===== src/rtl/alu_req_arbiter.sv =====
// rtl/alu_req_arbiter.sv - round-robin arbiter/sequencer sharing one registered 64-bit ALU
//
// Purpose: accepts one ALU operation at a time from NREQ requesters (round-robin
// from ptr), issues it to an external registered ALU, waits ALU_LAT cycles,
// captures the result and returns it on a single tagged response channel.
// Zero/sign are derived locally from the captured result.
//
// Ports:
//   clk, rst                      rising-edge clock, synchronous active-high reset
//   req_valid/req_ready           per-requester handshake (req_ready one-hot, IDLE only)
//   req_a, req_b, req_sel         packed operands/opcode, requester i at [64*i +: 64] / [4*i +: 4]
//   alu_enable, alu_a/b/sel       registered drive to the ALU (enable only in ISSUE)
//   alu_out/carryout/overflow     ALU result inputs
//   resp_valid/resp_ready         response handshake
//   resp_id, resp_result          originating requester and captured result
//   resp_carry/ovf/zero/sign/err  captured flags, locally derived flags, rejection flag
//
// Optional feature macro: ALU_REQ_ARB_DIV_GUARD_EN
//   defined   : divide (sel=4'b1110) by zero is answered directly with resp_err=1
//   undefined : every request goes to the ALU, resp_err stays 0

module alu_req_arbiter #(
    parameter int NREQ    = 4,
    parameter int ALU_LAT = 1
) (
    input  logic                    clk,
    input  logic                    rst,
    input  logic [NREQ-1:0]         req_valid,
    output logic [NREQ-1:0]         req_ready,
    input  logic [NREQ*64-1:0]      req_a,
    input  logic [NREQ*64-1:0]      req_b,
    input  logic [NREQ*4-1:0]       req_sel,
    output logic                    alu_enable,
    output logic [63:0]             alu_a,
    output logic [63:0]             alu_b,
    output logic [3:0]              alu_sel,
    input  logic [63:0]             alu_out,
    input  logic                    alu_carryout,
    input  logic                    alu_overflow,
    output logic                    resp_valid,
    input  logic                    resp_ready,
    output logic [$clog2(NREQ)-1:0] resp_id,
    output logic [63:0]             resp_result,
    output logic                    resp_carry,
    output logic                    resp_ovf,
    output logic                    resp_zero,
    output logic                    resp_sign,
    output logic                    resp_err
);

    localparam int IDW  = $clog2(NREQ);
    localparam int IDW1 = IDW + 1;
    localparam int CW   = (ALU_LAT > 1) ? $clog2(ALU_LAT) : 1;
    localparam logic [CW-1:0]  CNT_LAST = CW'(ALU_LAT - 1);
    localparam logic [IDW-1:0] ID_LAST  = IDW'(NREQ - 1);

    typedef enum logic [1:0] {
        ST_IDLE  = 2'd0,
        ST_ISSUE = 2'd1,
        ST_WAIT  = 2'd2,
        ST_RESP  = 2'd3
    } state_t;

    state_t         state_q, state_d;
    logic [IDW-1:0] ptr_q, ptr_d;
    logic [CW-1:0]  cnt_q, cnt_d;
    logic [63:0]    alu_a_q, alu_a_d;
    logic [63:0]    alu_b_q, alu_b_d;
    logic [3:0]     alu_sel_q, alu_sel_d;
    logic [IDW-1:0] resp_id_q, resp_id_d;
    logic [63:0]    resp_result_q, resp_result_d;
    logic           resp_carry_q, resp_carry_d;
    logic           resp_ovf_q, resp_ovf_d;
    logic           resp_zero_q, resp_zero_d;
    logic           resp_sign_q, resp_sign_d;
    logic           resp_err_q, resp_err_d;

    logic           gnt_found;
    logic [IDW-1:0] gnt_idx;
    logic [IDW:0]   cand;
    logic           accept;
    logic [63:0]    gnt_a;
    logic [63:0]    gnt_b;
    logic [3:0]     gnt_sel;

    // First valid requester at or above ptr, wrapping at NREQ.
    always_comb begin
        gnt_found = 1'b0;
        gnt_idx   = '0;
        cand      = '0;
        for (int k = 0; k < NREQ; k++) begin
            cand = {1'b0, ptr_q} + IDW1'(k);
            if (cand >= IDW1'(NREQ)) begin
                cand = cand - IDW1'(NREQ);
            end
            if (!gnt_found && req_valid[cand[IDW-1:0]]) begin
                gnt_found = 1'b1;
                gnt_idx   = cand[IDW-1:0];
            end
        end
    end

    // Grant is offered only while idle and out of reset; a withdrawn request
    // drops out of the search above in the same cycle.
    assign accept  = (state_q == ST_IDLE) && gnt_found && !rst;
    assign gnt_a   = req_a[64*gnt_idx +: 64];
    assign gnt_b   = req_b[64*gnt_idx +: 64];
    assign gnt_sel = req_sel[4*gnt_idx +: 4];

    always_comb begin
        req_ready = '0;
        if (accept) begin
            req_ready[gnt_idx] = 1'b1;
        end
    end

    always_comb begin
        state_d       = state_q;
        ptr_d         = ptr_q;
        cnt_d         = cnt_q;
        alu_a_d       = alu_a_q;
        alu_b_d       = alu_b_q;
        alu_sel_d     = alu_sel_q;
        resp_id_d     = resp_id_q;
        resp_result_d = resp_result_q;
        resp_carry_d  = resp_carry_q;
        resp_ovf_d    = resp_ovf_q;
        resp_zero_d   = resp_zero_q;
        resp_sign_d   = resp_sign_q;
        resp_err_d    = resp_err_q;

        unique case (state_q)
            ST_IDLE: begin
                if (accept) begin
                    alu_a_d   = gnt_a;
                    alu_b_d   = gnt_b;
                    alu_sel_d = gnt_sel;
                    resp_id_d = gnt_idx;
                    ptr_d     = (gnt_idx == ID_LAST) ? '0 : gnt_idx + IDW'(1);
`ifdef ALU_REQ_ARB_DIV_GUARD_EN
                    // Divide by zero never reaches the ALU; answer with an error.
                    if (gnt_sel == 4'b1110 && gnt_b == 64'd0) begin
                        state_d       = ST_RESP;
                        resp_result_d = 64'd0;
                        resp_carry_d  = 1'b0;
                        resp_ovf_d    = 1'b0;
                        resp_zero_d   = 1'b1;
                        resp_sign_d   = 1'b0;
                        resp_err_d    = 1'b1;
                    end else begin
                        state_d = ST_ISSUE;
                    end
`else
                    state_d = ST_ISSUE;
`endif
                end
            end
            ST_ISSUE: begin
                cnt_d   = '0;
                state_d = ST_WAIT;
            end
            ST_WAIT: begin
                if (cnt_q == CNT_LAST) begin
                    cnt_d         = '0;
                    resp_result_d = alu_out;
                    resp_carry_d  = alu_carryout;
                    resp_ovf_d    = alu_overflow;
                    resp_zero_d   = (alu_out == 64'd0);
                    resp_sign_d   = alu_out[63];
                    resp_err_d    = 1'b0;
                    state_d       = ST_RESP;
                end else begin
                    cnt_d = cnt_q + CW'(1);
                end
            end
            ST_RESP: begin
                if (resp_ready) begin
                    state_d = ST_IDLE;
                end
            end
            default: begin
                state_d = ST_IDLE;
            end
        endcase
    end

    always_ff @(posedge clk) begin
        if (rst) begin
            state_q       <= ST_IDLE;
            ptr_q         <= '0;
            cnt_q         <= '0;
            alu_a_q       <= '0;
            alu_b_q       <= '0;
            alu_sel_q     <= '0;
            resp_id_q     <= '0;
            resp_result_q <= '0;
            resp_carry_q  <= 1'b0;
            resp_ovf_q    <= 1'b0;
            resp_zero_q   <= 1'b0;
            resp_sign_q   <= 1'b0;
            resp_err_q    <= 1'b0;
        end else begin
            state_q       <= state_d;
            ptr_q         <= ptr_d;
            cnt_q         <= cnt_d;
            alu_a_q       <= alu_a_d;
            alu_b_q       <= alu_b_d;
            alu_sel_q     <= alu_sel_d;
            resp_id_q     <= resp_id_d;
            resp_result_q <= resp_result_d;
            resp_carry_q  <= resp_carry_d;
            resp_ovf_q    <= resp_ovf_d;
            resp_zero_q   <= resp_zero_d;
            resp_sign_q   <= resp_sign_d;
            resp_err_q    <= resp_err_d;
        end
    end

    assign alu_enable  = (state_q == ST_ISSUE);
    assign alu_a       = alu_a_q;
    assign alu_b       = alu_b_q;
    assign alu_sel     = alu_sel_q;
    assign resp_valid  = (state_q == ST_RESP);
    assign resp_id     = resp_id_q;
    assign resp_result = resp_result_q;
    assign resp_carry  = resp_carry_q;
    assign resp_ovf    = resp_ovf_q;
    assign resp_zero   = resp_zero_q;
    assign resp_sign   = resp_sign_q;
    assign resp_err    = resp_err_q;

endmodule

===== config.mk =====
export PLATFORM = sky130hd
export DESIGN_NAME = alu_req_arbiter
export DESIGN_NICKNAME = d
export VERILOG_FILES = /design/src/rtl/alu_req_arbiter.sv
export SDC_FILE = /design/constraint.sdc
export NUM_CORES = 1
export LEC_CHECK = 0
export ABC_CLOCK_PERIOD_IN_PS = 2680
export CORE_AREA = 2 2 316 318
export DETAILED_ROUTE_END_ITERATION = 7
export DIE_AREA = 0 0 318 320
export HOLD_SLACK_MARGIN = 0.06
export PLACE_DENSITY_LB_ADDON = 0.1
export SYNTH_ARGS = -nofsm -noshare
export SYNTH_HDL_FRONTEND = slang
export SYNTH_SLANG_ARGS = --single-unit

===== constraint.sdc =====
create_clock -name clk -period 2.68 [get_ports clk]
set_input_delay 0.536 -clock clk [delete_from_list [all_inputs] [get_ports clk]]
set_output_delay 0.536 -clock clk [all_outputs]
set_load 0.005 [all_outputs]

Word level (Yosys, flattened, before mapping)
Cells that the tools add are included.
{"block": "totals", "mem_bits_ro": 0, "out_inout_bits": 209, "n_memories": 0, "latchBits": 0, "ram_bits": 0, "ff_bits": 207}
{"block": "op_classes", "n_reduce_logical": 16, "n_bitwise": 1, "n_mux": 30, "shift": 3, "eq_ne": 7, "n_mul": 0, "n_lt_le_gt_ge": 10, "addsub": 9, "div": 0}
{"operator": "256-bit by 9-bit indexed part select with 64-bit output", "n": 2}
{"operator": "64-bit zero test", "n": 1}
{"operator": "2-bit two-way mux", "n": 12}
{"operator": "16-bit by 5-bit indexed part select with 4-bit output", "n": 1}
{"operator": "2-bit by 3-bit less-than comparator with 1-bit output, second input constant", "n": 5}
{"operator": "1-bit two-way mux", "n": 10}
{"operator": "3-bit greater-or-equal comparator, second input constant", "n": 3}
{"operator": "1-bit binary-select mux with 2-bit select", "n": 4}
{"operator": "2-bit case mux with 4 select lines", "n": 1}
{"operator": "2-bit by 1-bit subtractor with 2-bit output, second input constant", "n": 4}
{"operator": "2-bit by 2-bit adder with 3-bit output, second input constant", "n": 2}
{"operator": "2-bit == test, second input constant", "n": 3}
{"operator": "1-bit logical AND", "n": 6}
{"operator": "1-bit zero test", "n": 4}
{"operator": "4-bit two-way mux", "n": 1}
{"operator": "2-bit != test, second input constant", "n": 2}
{"operator": "2-bit AND reduction", "n": 2}
{"operator": "2-bit by 1-bit adder with 3-bit output, second input constant", "n": 1}
{"operator": "2-bit by 3-bit greater-or-equal comparator with 1-bit output, second input constant", "n": 1}
{"operator": "3-bit AND reduction", "n": 1}
{"operator": "2-bit by 1-bit adder with 2-bit output, second input constant", "n": 1}
{"operator": "1-bit demux with 2-bit select", "n": 1}
{"operator": "2-bit by 1-bit == test with 1-bit output, second input constant", "n": 1}
{"operator": "2-bit by 1-bit greater-or-equal comparator with 1-bit output, second input constant", "n": 1}
{"operator": "other kinds (6)", "n": 6}

Logic depth before layout (Yosys ltp)
Gate-level depths: netlist of the first run.
{"block": "logic_depth", "word_depth": 19, "mapped_depth": 10, "depth_no_buf": 7}

Worst setup path before layout of the first run
No wires, ideal clock.
{"block": "synth_timing", "path_type": "input-to-output", "start": "input port req_valid[2]", "end": "output port req_ready[0]", "stages": 9, "t_arrival_ps": 2124, "n_path_buf": 3, "slack_ps": 20, "required_time_ps": 2144, "path_cell_list": "nor2b_1 -> or4b_1 -> clkbuf_1 -> nand2_2 -> buf_4 -> buf_2 -> inv_1 -> ha_1 -> and2_1"}
{"block": "synth_via", "elab_chain_len": 17}
{"item": "start: declaration", "line": "28", "source": "input logic [NREQ-1:0] req_valid,"}
{"item": "1-bit binary-select mux with 2-bit select", "line": "96", "source": "if (!gnt_found && req_valid[cand[IDW-1:0]]) begin"}
{"item": "1-bit two-way mux (implied by the code)", "line": "96"}
{"item": "1-bit two-way mux", "line": "96"}
{"item": "1-bit zero test", "line": "96"}
{"item": "1-bit logical AND", "line": "96"}
{"item": "1-bit two-way mux", "line": "96"}
{"item": "1-bit zero test", "line": "96"}
{"item": "1-bit logical AND", "line": "96"}
{"item": "[2 not listed]"}
{"item": "1-bit logical AND", "line": "96"}
{"item": "2-bit two-way mux *", "line": "96"}
{"item": "named net gnt_idx[0]", "line": "79", "source": "logic [IDW-1:0] gnt_idx;"}
{"item": "2-bit by 3-bit less-than comparator with 1-bit output (implied by the code) or 2-bit by 1-bit greater-or-equal comparator with 1-bit output (tied branches)", "line": "113", "source": "req_ready[gnt_idx] = 1'b1;"}
{"item": "1-bit logical AND (implied by the code)", "line": "113"}
{"item": "1-bit two-way mux (implied by the code)", "line": "113"}
{"item": "1-bit demux with 2-bit select *", "line": "113"}
{"item": "4-bit two-way mux *", "line": "112", "source": "if (accept) begin"}
{"item": "end: declaration", "line": "29", "source": "output logic [NREQ-1:0] req_ready,"}
Mark *: on every way through the listed nets, which the timed path passes. The rest lies on a longest branch. The select of a mux whose other input is x is not followed.

Worst setup path in the final report of the first run
{"block": "layout_timing", "start": "register ptr_q[0]", "end": "register alu_a_q[41] (netlist: alu_a[41])"}
{"block": "layout_via", "elab_chain_len": 17}
{"item": "start: declaration", "line": "65", "source": "logic [IDW-1:0] ptr_q, ptr_d;"}
{"item": "start signal: assignment", "line": "204", "source": "ptr_q <= ptr_d;"}
{"item": "branches (longest 17 deep; another with 2-bit by 1-bit adder with 3-bit output)"}
{"item": "end signal: assignment", "line": "206", "source": "alu_a_q <= alu_a_d;"}
{"item": "end: declaration", "line": "67", "source": "logic [63:0] alu_a_q, alu_a_d;"}
Several ways; the timed one is not identified. The select of a mux whose other input is x is not followed.
A chain may end at the register's enable or synchronous reset.

==> results of run 1 <==
-- critical path, stage by stage, from the launching register on --
cell and delay, ps:
dfxtp_2 360, nor2b_2 60, or4b_4 590, buf_4 190, buf_12 170, and3_1 430
a211oi_2 410, o31ai_1 140
-- cells in the final DEF (no fill, tap or decap), types with 6 or more instances in the layout --
| cell type | n |
|---|---|
| a211oi_2 | 6 |
| nor2_1 | 73 |
| mux2i_1 | 69 |
| diode_2 | 18 |
| buf_4 | 63 |
| and3_1 | 263 |
| buf_12 | 19 |
| clkinv_2 | 8 |
| clkdlybuf4s50_1 | 799 |
| o31ai_1 | 132 |
| buf_6 | 8 |
| nand2_1 | 139 |
| dfxtp_1 | 203 |
| clkbuf_16 | 31 |
| clkbuf_8 | 9 |
| a211oi_1 | 256 |
| nor4_1 | 17 |
-- sequential cells by signal (all words and copies together) (netlist names), 2 cells and up --
| register | flops |
|---|---|
| alu_a | 64 |
| state_q | 2 |
| alu_b | 64 |
| ptr_q | 2 |
| resp_id | 2 |
| resp_result | 64 |
| alu_sel | 4 |
-- synthesized netlist by cell type, types with 9 or more instances --
cell type / n
buf_2: 56
nor2_1: 74
nand2_1: 139
buf_1: 13
buf_4: 12
dfxtp_1: 205
a211oi_1: 265
mux2i_1: 69
ha_1: 9
clkbuf_1: 81
o31ai_1: 132
and3_1: 264
nor4_1: 17
-- routing by layer --
metal,GRT usage,up-vias,wire (um)
met2,0.275,476,42000
met4,0.0386,16,1490
met5,0,-,96
met3,0.0470,80,5490
met1,0.162,6736,30600
li1,-,6761,-
-- power breakdown --
group          switching [uW]  internal, uW  leakage, uW  total [uW]
registers                 746          4360      0.00169        5110
logic                    5810          5670      0.00607       11500
clock network            1740          2750     0.000560        4500
total                    8300         12800      0.00832       21100
-- metrics by stage --
| step | hold WS (ps) | setup WS (ps) | power (uW) |
|---|---|---|---|
| finish | 377 | -85.4 | 21100 |
| global route | 364 | -147 | 22600 |
| CTS | 333 | -121 | 21500 |
| detailed placement | 433 | -946 | 16700 |
| global placement | 432 | -917 | 16700 |
| floorplan | 434 | 19.5 | 9900 |
-- worst min-delay path by stage --
| stage | from | to | slack [ps] | cells after the start |
|---|---|---|---|---|
| after global placement | resp_zero | resp_zero | 430 | 2 |
| after global routing | rst | ptr_q[1] | 360 | 3 |
| final | rst | ptr_q[0] | 380 | 3 |
| after CTS | rst | ptr_q[0] | 330 | 3 |
| after detailed placement | resp_zero | resp_zero | 430 | 2 |
| after floorplan | resp_zero | resp_zero | 430 | 2 |
-- repair_timing --
action                                 CTS  global route
setup endpoints to repair               13             8
pin swaps                                4             4
setup buffers                            7             3
endpoints found under the hold margin    0             0
hold buffers                             0             0
gates cloned                             0             0
resized for setup                       33            28
-- final cells by class --
cell class | instances | area (um2) | share of cell area
diodes | 18 | 45.0 | 0.00199
clock buffers | 42 | 907 | 0.0400
clock inverters | 16 | 206 | 0.00911
inverters | 5 | 23.8 | 0.00105
multi-input cells | 1001 | 6730 | 0.297
flip-flops and latches | 205 | 4110 | 0.181
well taps | 1287 | 1610 | 0.0710
repair buffers | 896 | 9040 | 0.399
-- cell families after synthesis --
kind of cell / after synthesis
buffers and inverters: 171
other: 1
AOI/OAI and AO/OA: 406
adders and majority gates: 9
muxes: 69
DFF: 205
and+or+nand+nor: 516
==> key figures, run 1 <==
STA
  – Final Hold Viols: 0
  – Setup WS post-layout: -85.4 ps
  – Fmax: around 360 MHz
  – Tcrit/Tclk final: 1.03
  – Slew headroom: 0.299
  – Post-Route Skew: ~7.2 ps
  – Final min period: ~2800 ps
  – Final Setup Violations: 7
  – RSZ-0062 raised after global routing: true
  – Final Max Slew Viols: 0
  – Setup TNS: -324 ps
  – Slew at the pin closest to its max-slew limit: approximately 1100 ps

Synth
  – Seq cells post-synth: around 200
  – Syn Inst Count: approximately 1.4k
  – Yosys warns: 0
  – Simple-Gate Fraction of Synth Area: 0.236
  – Top-area cell type share of the netlist area: 0.359
  – Post-Synth Adder-Cell Area: 0.00984
  – Synth Flop Type: dfxtp_1
  – Net Count, Synth: about 2k
  – Mux cell area share after synthesis: 0.0603
  – Area fraction in compound gates after synthesis: 0.266
  – FFs w/ async S/R, synth: 0
  – Seq/Total Area, Yosys: 0.359
  – Post-Syn Area per Cell: roughly 8.3 um2
  – Largest family of logic cells by synthesized area: compound AO/OA/AOI/OAI gates
  – Largest area contributor in the netlist: dfxtp_1
  – EDFF count, synth: 0
  – Synth area leaders: dfxtp_1 36%, a211oi_1 17%, and3_1 14%
  – Synth unique cells: 35
  – Syn Std Cell Area: 0.0114 mm2
  – Post-Synth XOR/XNOR Area: 0

Finish
  – Non-Filler Instances: 3470
  – Nets@finish: around 2.8k
  – Layout cells sized above 1: 0.0845
  – Design Area, Final: 0.0227 mm2
  – Fill count: between 10k and 15k
  – P&R area growth vs syn: 98.1%
  – Final Util: 0.231

Die
  – Die Y: 320 um
  – Initial Util: 0.117
  – I/O Pins: 810
  – Die Area: around 0.1 mm2
  – Die Wd: between 300 and 400 um
  – Core Area: roughly 0.098 mm2
  – FP Rows: approximately 120

Global route
  – GR Util All Layers: 0.149
  – Initial antenna violation count: 28
  – Vias in the first global route: 15.0k
  – Aggregate global routing overflow: 0
  – Global-route wire length before repair: about 110 mm
  – Largest net degree at the start of global routing: between 150 and 200

Pwr
  – Worst VDD drop: approximately 0.00065 V
  – Leakage power: between 0.008 and 0.009 uW
  – PD cells: about 930 mW/mm2

CTS
  – Root Buffer: clkbuf_16
  – Worst-skew pair later-pin latency: roughly 600 ps
  – Clock sink count: 205
  – Reg clk slew, reported paths: approximately 60 ps
  – Num CTS Buffers: 31
  – Max Buffers Root-to-Sink: 3
  – CTS H-tree lvls: 1
  – CTS tree: built

Route
  – Drt drc: 0
  – Vias/cell: roughly 4
  – Detail Route Antenna Nets: 0
  – Drt total wl: roughly 80 mm
  – DRT iter0 DRCs: around 560
  – WL/cell: 22.9 um
  – DR vias: 14.1k
  – DR pass1 iterations: 4

Worst hold path
  – Worst Hold Class: in2reg

Place
  – Port Buffers: between 800 and 900
  – DP Wirelength: ~60 mm
  – Placed cells: 3385
  – Placed instance area: between 0.02 and 0.025 mm2
  – RD Place Congestion: 0.787

Run
  – Max Cap Viol: 0

Setup path
  – Reg2reg end: alu_a[41]
  – Crit path capture: alu_a[41]
  – CP Max Fanout: between 150 and 200
  – Reg-to-Reg Start: ptr_q[0]
  – Crit path from: ptr_q[0]
  – Worst EP required: roughly 3200 ps
  – Worst setup SP type: register
  – Crit path arrival time: 3230 ps
  – CP endpoint kind: register
  – Crit path kind: reg2reg
  – Reg2reg setup slack: -90 ps
  – R2R depth: 7

Outcome
  – Status: finished, violations left
  – Failing checks: negative setup slack
Power figures use the tool's default switching activity.
==> inputs of run 2 (changes only) <==
- ABC_AREA: not set -> 1
- ABC_CLOCK_PERIOD_IN_PS: 2680 -> 2300
- CORE_AREA: 2 2 316 318 -> 2 2 314 316
- CTS_CLUSTER_DIAMETER: not set -> 60
- DIE_AREA: 0 0 318 320 -> 0 0 316 318
- clock period: 2.68 -> 2.3 ns (I/O delays scaled with it)
==> run 2 against run 1 <==
The flow still finishes with violations (negative setup slack). Worst setup slack lost 370 ps. Clock power grew 51%. Cell count grew 27%. Routed wire length grew 13%. Register-to-register slack lost 280 ps. Via count grew 23%. First-iteration DRC count grew 31%. Total power grew 86%. Utilization grew 4.6 points. Critical path depth grew 7. Sequential cell count is the same. Critical path type is now reg2out. Largest cell class unchanged.
==> key figures, run 2 <==
Outcome
  – Status: finished, violations left
  – Failing checks: negative setup slack

Pwr
  – Overall power: 39100 uW (+86%)
  – Leakage power: 0.0125 uW (+50%)
  – Worst VDD drop: 0.000656 V (+0.95%)
  – PD cells: 1450 mW/mm2 (+56%)

CTS
  – CTS H-tree lvls: 2 (+1)
  – Max Buffers Root-to-Sink: 3 (unchanged)
  – Worst-skew pair later-pin latency: 570 ps (-30 ps)
  – Clock sink count: 205 (unchanged)
  – CTS tree: built
  – Num CTS Buffers: 44 (+42%)
  – # hold bufs at CTS: 0 (unchanged)
  – Root Buffer: clkbuf_16
  – Reg clk slew, reported paths: 50 ps (about the same)

STA
  – Slew at the pin closest to its max-slew limit: 1070 ps (+23.7 ps)
  – Setup WS post-layout: -455 ps (-369 ps)
  – Tcrit/Tclk final: 1.20
  – RSZ-0062 raised after global routing: true
  – Fmax: 363 MHz
  – Final Max Slew Viols: 0 (unchanged)
  – Post-Route Skew: 10.5 ps (+3.33 ps)
  – Final Hold Viols: 0 (unchanged)
  – Final Setup Violations: 138 (+131)
  – Hold_ws: 446 ps (+69.1 ps)
  – Final min period: about 2800 ps
  – Slew headroom: 0.284 (-0.0158)

Finish
  – Most frequent cells in the layout: 861 x nand2_1, 804 x clkdlybuf4s50_1, 306 x inv_1
  – Fill count: 10.7k (+0.25%)
  – Design Area, Final: 0.0270 mm2 (+19%)
  – Layout cells sized above 1: 0.130 (+0.0459)
  – Commonest non-fill, non-tap cell in the layout: nand2_1
  – P&R area growth vs syn: 111%
  – Nets@finish: 3683 (+34%)

Route
  – WL/cell: 20.5 um (-11%)
  – DR vias: 17.3k (+23%)
  – Drt drc: 0 (unchanged)
  – Vias/cell: 3.93 (-3.1%)
  – DR pass1 iterations: 7 (+3)
  – DRT iter0 DRCs: 728 (+31%)
  – Detail Route Antenna Nets: 0 (unchanged)
  – Drt total wl: 90.2 mm (+13%)

Die
  – FP Rows: 115 (unchanged)
  – Die Area: 0.100 mm2 (-1.3%)
  – Initial Util: 0.131 (+0.0142)
  – I/O Pins: 810 (unchanged)
  – Die Wd: 316 um (-0.63%)
  – Die Y: 318 um (-0.63%)
  – Core Area: 0.0974 mm2 (-0.59%)

Global route
  – Initial antenna violation count: 23 (-18%)
  – Vias in the first global route: 17.7k (+18%)
  – Largest net degree at the start of global routing: 119 (-27%)
  – Met3 global-route usage: 0.0523 (+0.00525)
  – Aggregate global routing overflow: 0 (unchanged)
  – Global-route wire length before repair: 121 mm (+8.1%)
  – GR peak layer: met2
  – Met1 Use GR: 0.182 (+0.0197)
  – GR Util All Layers: 0.164 (+0.0151)
  – Met2 GRT Util: 0.292 (+0.0169)

Place
  – RD Place Congestion: 0.851 (+8.1%)
  – Placed instance area: 0.0225 mm2 (+5.7%)
  – Place WS: -977 ps (-31.3 ps)
  – Port Buffers: 808 (unchanged)
  – DP Wirelength: 61.8 mm (+3.6%)

Synth
  – Synth area leaders: dfxtp_1 32%, nand2_1 27%, inv_1 9.2%
  – FFs w/ async S/R, synth: 0 (unchanged)
  – Post-Syn Area per Cell: 5.83 um2 (-30%)
  – EDFF count, synth: 0 (unchanged)
  – Synth Flop Type: dfxtp_1
  – Synth top cells by count: 933 x nand2_1, 314 x inv_1, 205 x dfxtp_1
  – Largest area contributor in the netlist: dfxtp_1
  – Synth unique cells: 32 (-8.6%)
  – Syn Std Cell Area: 0.0128 mm2 (+11%)
  – Yosys warns: 0 (unchanged)
  – Seq cells post-synth: 205 (unchanged)
  – Syn Inst Count: 2187 (+59%)
  – Net Count, Synth: 2797 (+41%)
  – Seq/Total Area, Yosys: 0.322 (-0.0369)
  – Top-area cell type share of the netlist area: 0.322 (-0.0369)
  – Most frequent cell after synthesis: nand2_1

Setup path
  – Worst EP required: 1840 ps (-1310 ps)
  – Worst setup SP type: register
  – Crit path from: ptr_q[0]
  – R2R depth: 23 (+16)
  – Reg-to-Reg Start: ptr_q[0]
  – Crit path arrival time: 2290 ps (-940 ps)
  – Crit path kind: reg2out
  – Crit path capture: req_ready[0]
  – Reg2reg end: alu_a[51]
  – CP Max Fanout: 6 (-96%)
  – Reg2reg setup slack: -370 ps (-280 ps)
  – CP endpoint kind: output pin

Worst hold path
  – Worst Hold Class: reg2reg

Run
  – Max Cap Viol: 0 (unchanged)
-- run 2: cell types whose count changed after synthesis, moves of 40 or more --
cell,change
nand2_1,+794
inv_1,+310
a211oi_1,-265
and3_1,-264
nand3_1,+188
o31ai_1,-132
o21ai_0,+123
mux2i_1,-69
a21oi_1,+51
nand4_1,+45
o211ai_1,+43
or2_0,+40
-- run 2: stage by stage --
stage | util | TNS [ps] | std cells
2_1_floorplan | - | 0 | 2187
3_3_place_gp | 0.231 | -108760 | 4211
3_5_place_dp | 0.231 | -109820 | 4211
4_1_cts | 0.265 | -32400 | 4348
5_1_grt | 0.277 | -49970 | 4406
6_report | 0.277 | -27530 | 4408
-- run 2: worst max-delay path: stages, from the launching register on --
cell and delay, ps:
dfxtp_4 380, buf_8 140, nand2_4 50, nand2_2 60
nand2_4 70, nand2_2 60, nor2_4 180, nand3_2 100
nand3_2 100, nand2_4 90, buf_12 140, ha_4 150
inv_2 40, nor2_2 30, buf_6 130
-- run 2: cell type report --
class                      count  area (um2)  area share
tap                         1287        1610      0.0597
antenna                       16        40.0     0.00148
clock inverter                22         322      0.0119
timing repair buffer         983       11100       0.411
multi-input combinational   1521        7380       0.274
sequential                   205        4110       0.152
inverter                     318        1220      0.0452
clock buffer                  56        1210      0.0448
-- run 2: worst min path at each step --
stage / from / to / slack, ps / depth (start not counted)
finish: alu_a[32] / alu_a[32] / 450 / 2
global route: alu_out[11] / resp_result[11] / 440 / 3
CTS: alu_out[32] / resp_result[32] / 400 / 3
detailed placement: alu_a[20] / alu_a[20] / 440 / 2
global placement: alu_a[41] / alu_a[41] / 440 / 2
floorplan: alu_a[39] / alu_a[39] / 450 / 2
-- run 2: cells by family (layout without fill, tap and decap cells) --
family / count (synthesis) / in the layout / synth area share
buffers and inverters: 461 / 1379 / 0.149
adder cells (fa/ha/maj): 9 / 9 / 0.00883
AND/OR/NAND/NOR: 1285 / 1285 / 0.422
other: 1 / 17 / 0.000294
AO/OA/AOI/OAI: 226 / 226 / 0.0987
flip-flops: 205 / 205 / 0.322
-- run 2: per-layer routing --
metal,up-vias,routed length (um)
li1,8583,-
met4,14,2470
met3,120,7020
met1,8005,35700
met2,598,45000
met5,-,83
-- run 2: report_power, final --
part / switching [uW] / internal (uW) / total (uW)
combinational: 14000 / 12900 / 26900
sequential: 665 / 4760 / 5430
clock: 2290 / 4490 / 6780
total: 17000 / 22100 / 39100
-- run 2: timing repair --
item / CTS / global route
buffers inserted: 34 / 21
endpoints found under the hold margin: 0 / 0
pin swaps: 40 / 36
gates cloned: 28 / 26
endpoints found under the setup margin: 135 / 141
gates resized for setup: 262 / 104
==> inputs of run 3 (changes only) <==
- ABC_AREA: 1 -> not set
- CORE_AREA: 2 2 314 316 -> 2 2 316 318
- DIE_AREA: 0 0 316 318 -> 0 0 318 320
==> run 3 against run 2 <==
The flow still finishes with violations (negative setup slack). Design area fell by 11%. Total power fell by 29%. Sequential cell count did not move. Combinational power fell by 45%. Count of clock-buffer cells in the layout fell by 2. Critical path depth fell by 7. Utilization fell by 3.2 points. Hold slack got worse by 65 ps. Sequential share of layout area rose by 1.8 points. Register-to-register slack improved by 310 ps. Clock skew rose by 21 ps. Critical endpoint is now req_ready[3]. Largest cell class unchanged.
==> key figures, run 3 (synthesis results as in run 1) <==
Finish
  – Fill count: 10.6k (-1.1%)
  – Commonest non-fill, non-tap cell in the layout: clkdlybuf4s50_1
  – Nets@finish: 2813 (-24%)
  – Non-Filler Instances: 3538 (-20%)
  – P&R area growth vs syn: 110%
  – Layout cells sized above 1: 0.130 (about the same)
  – Most frequent cells in the layout: 797 x clkdlybuf4s50_1, 264 x and3_1, 218 x a211oi_1

Global route
  – Aggregate global routing overflow: 0 (unchanged)
  – Global-route wire length before repair: 112 mm (-7.4%)
  – Largest net degree at the start of global routing: 69 (-42%)
  – Initial antenna violation count: 25 (+8.7%)
  – Vias in the first global route: 15.4k (-13%)
  – GR Util All Layers: 0.150 (-0.0139)

Route
  – Detail Route Antenna Nets: 0 (unchanged)
  – DR vias: 14.4k (-17%)
  – DR pass1 iterations: 5 (-2)
  – Drt drc: 0 (unchanged)
  – Vias/cell: 4.08 (+3.9%)
  – DRT iter0 DRCs: 666 (-8.5%)
  – WL/cell: 23.0 um (+12%)
  – Drt total wl: 81.2 mm (-9.9%)

STA
  – Post-Route Skew: 31.8 ps (+21.3 ps)
  – Final min period: 2590 ps (-165 ps)
  – Fmax: 386 MHz (+6.4%)
  – Tcrit/Tclk final: 1.13 (-0.0717)
  – RSZ-0062 raised after global routing: true
  – Setup WS post-layout: -290 ps (+165 ps)
  – Slew at the pin closest to its max-slew limit: 552 ps (-523 ps)
  – Final Max Slew Viols: 0 (unchanged)
  – Final Setup Violations: 29 (-79%)
  – Hold_ws: 381 ps (-65.3 ps)
  – Slew headroom: 0.632 (+0.349)
  – Final Hold Viols: 0 (unchanged)

Setup path
  – CP endpoint kind: output pin
  – CP Max Fanout: 3 (-3)
  – Crit path arrival time: 2130 ps (-160 ps)
  – Crit path kind: reg2out
  – Worst EP required: 1840 ps (about the same)
  – Worst setup SP type: register

Outcome
  – Status: finished, violations left
  – Failing checks: negative setup slack

Run
  – Max Cap Viol: 0 (unchanged)

CTS
  – Max Buffers Root-to-Sink: 3 (unchanged)
  – Clock sink count: 205 (unchanged)
  – Reg clk slew, reported paths: 50 ps (about the same)
  – Num CTS Buffers: 44 (unchanged)
  – Worst-skew pair later-pin latency: 610 ps (+40 ps)
  – Root Buffer: clkbuf_16
  – CTS tree: built
  – # hold bufs at CTS: 0 (unchanged)
  – CTS H-tree lvls: 2 (unchanged)

Die
  – I/O Pins: 810 (unchanged)
  – FP Rows: 115 (unchanged)
  – Die Y: 320 um (+0.63%)
  – Die Area: 0.102 mm2 (+1.3%)
  – Die Wd: 318 um (+0.63%)
  – Core Area: 0.0980 mm2 (+0.59%)
  – Initial Util: 0.117 (-0.0142)

Place
  – RD Place Congestion: 0.819 (-3.7%)
  – Place WS: -842 ps (+135 ps)
  – Placed cells: 3414 (-19%)
  – Port Buffers: 808 (unchanged)
  – DP Wirelength: 60.4 mm (-2.2%)

Pwr
  – Leakage power: 0.00896 uW (-28%)
  – PD cells: 1150 mW/mm2 (-21%)
  – Worst VDD drop: 0.000577 V (-12%)

Worst hold path
  – Worst Hold Class: in2reg
==> run 3: cell types whose count changed in the layout (fill, tap and decap cells not counted), sizes merged, moves of 19 or more <==
| cell | change |
|---|---|
| inv | -312 |
| a211oi | +265 |
| buf | -19 |
| or2 | -42 |
| o31ai | +132 |
| and3 | +264 |
| mux2i | +69 |
| nand2 | -796 |
| a21oi | -52 |
| o211ai | -43 |
| nand4 | -45 |
| o21ai | -123 |
| nand3 | -193 |
==> run 3: path summary, 6_finish.rpt <==
kind	from	endpoint	slack [ps]	depth (start not counted)
min reg2reg	alu_a[47]	alu_a[47]	450	2
max reg2reg	ptr_q[0]	alu_sel[1]	-60	10
min	rst	resp_result[61]	380	3
max	ptr_q[0]	req_ready[3]	-290	7
==> run 3: final cells by class <==
| cell class | count | area (um2) | area share |
|---|---|---|---|
| clock inverter | 27 | 320 | 0.0133 |
| multi-input combinational | 1001 | 6910 | 0.288 |
| timing repair buffer | 946 | 9830 | 0.409 |
| tap | 1287 | 1610 | 0.0670 |
| inverter | 5 | 23.8 | 0.000989 |
| clock buffer | 54 | 1210 | 0.0503 |
| sequential | 205 | 4110 | 0.171 |
| antenna | 13 | 32.5 | 0.00135 |
==> run 3: critical path: stages, from the launching register on <==
cell and delay, ps:
dfxtp_4 380, nor2b_4 50, or4b_4 560, nand2_8 90, buf_6 120, ha_4 120, and2_4 130, buf_6 90
==> run 3: power breakdown <==
group / internal (uW) / total [uW] / switching (uW) / leakage, uW
sequential: 5090 / 5970 / 887 / 0.00169
clock: 4310 / 6770 / 2450 / 0.000741
combinational: 7670 / 14900 / 7220 / 0.00653
==> run 3: timing repair <==
item / 4_1_cts / 5_1_grt
endpoints found under the setup margin: 49 / 116
pin swaps: 7 / 9
gates cloned: 7 / 7
buffers inserted: 8 / 9
resized for setup: 83 / 43
==> run 3: stage by stage <==
stage	util	setup TNS, ps	instance area, um2	power [uW]
after floorplan	-	-76.7	11500	11600
after global placement	0.220	-81710	21600	19600
after detailed placement	0.220	-85680	21600	19500
after CTS	0.241	-1380	23600	27600
after global routing	0.245	-9190	24000	29400
final	0.245	-1520	24000	27600
==> run 3: metal layers <==
layer / vias to the layer above / routed length, um / global-route usage / part of all wire
met5: - / 99 / 0 / 0.0012
met2: 505 / 41800 / 0.270 / 0.51
met4: 16 / 1990 / 0.0516 / 0.025
li1: 6912 / - / - / -
met1: 6895 / 31600 / 0.164 / 0.39
met3: 113 / 5690 / 0.0498 / 0.070
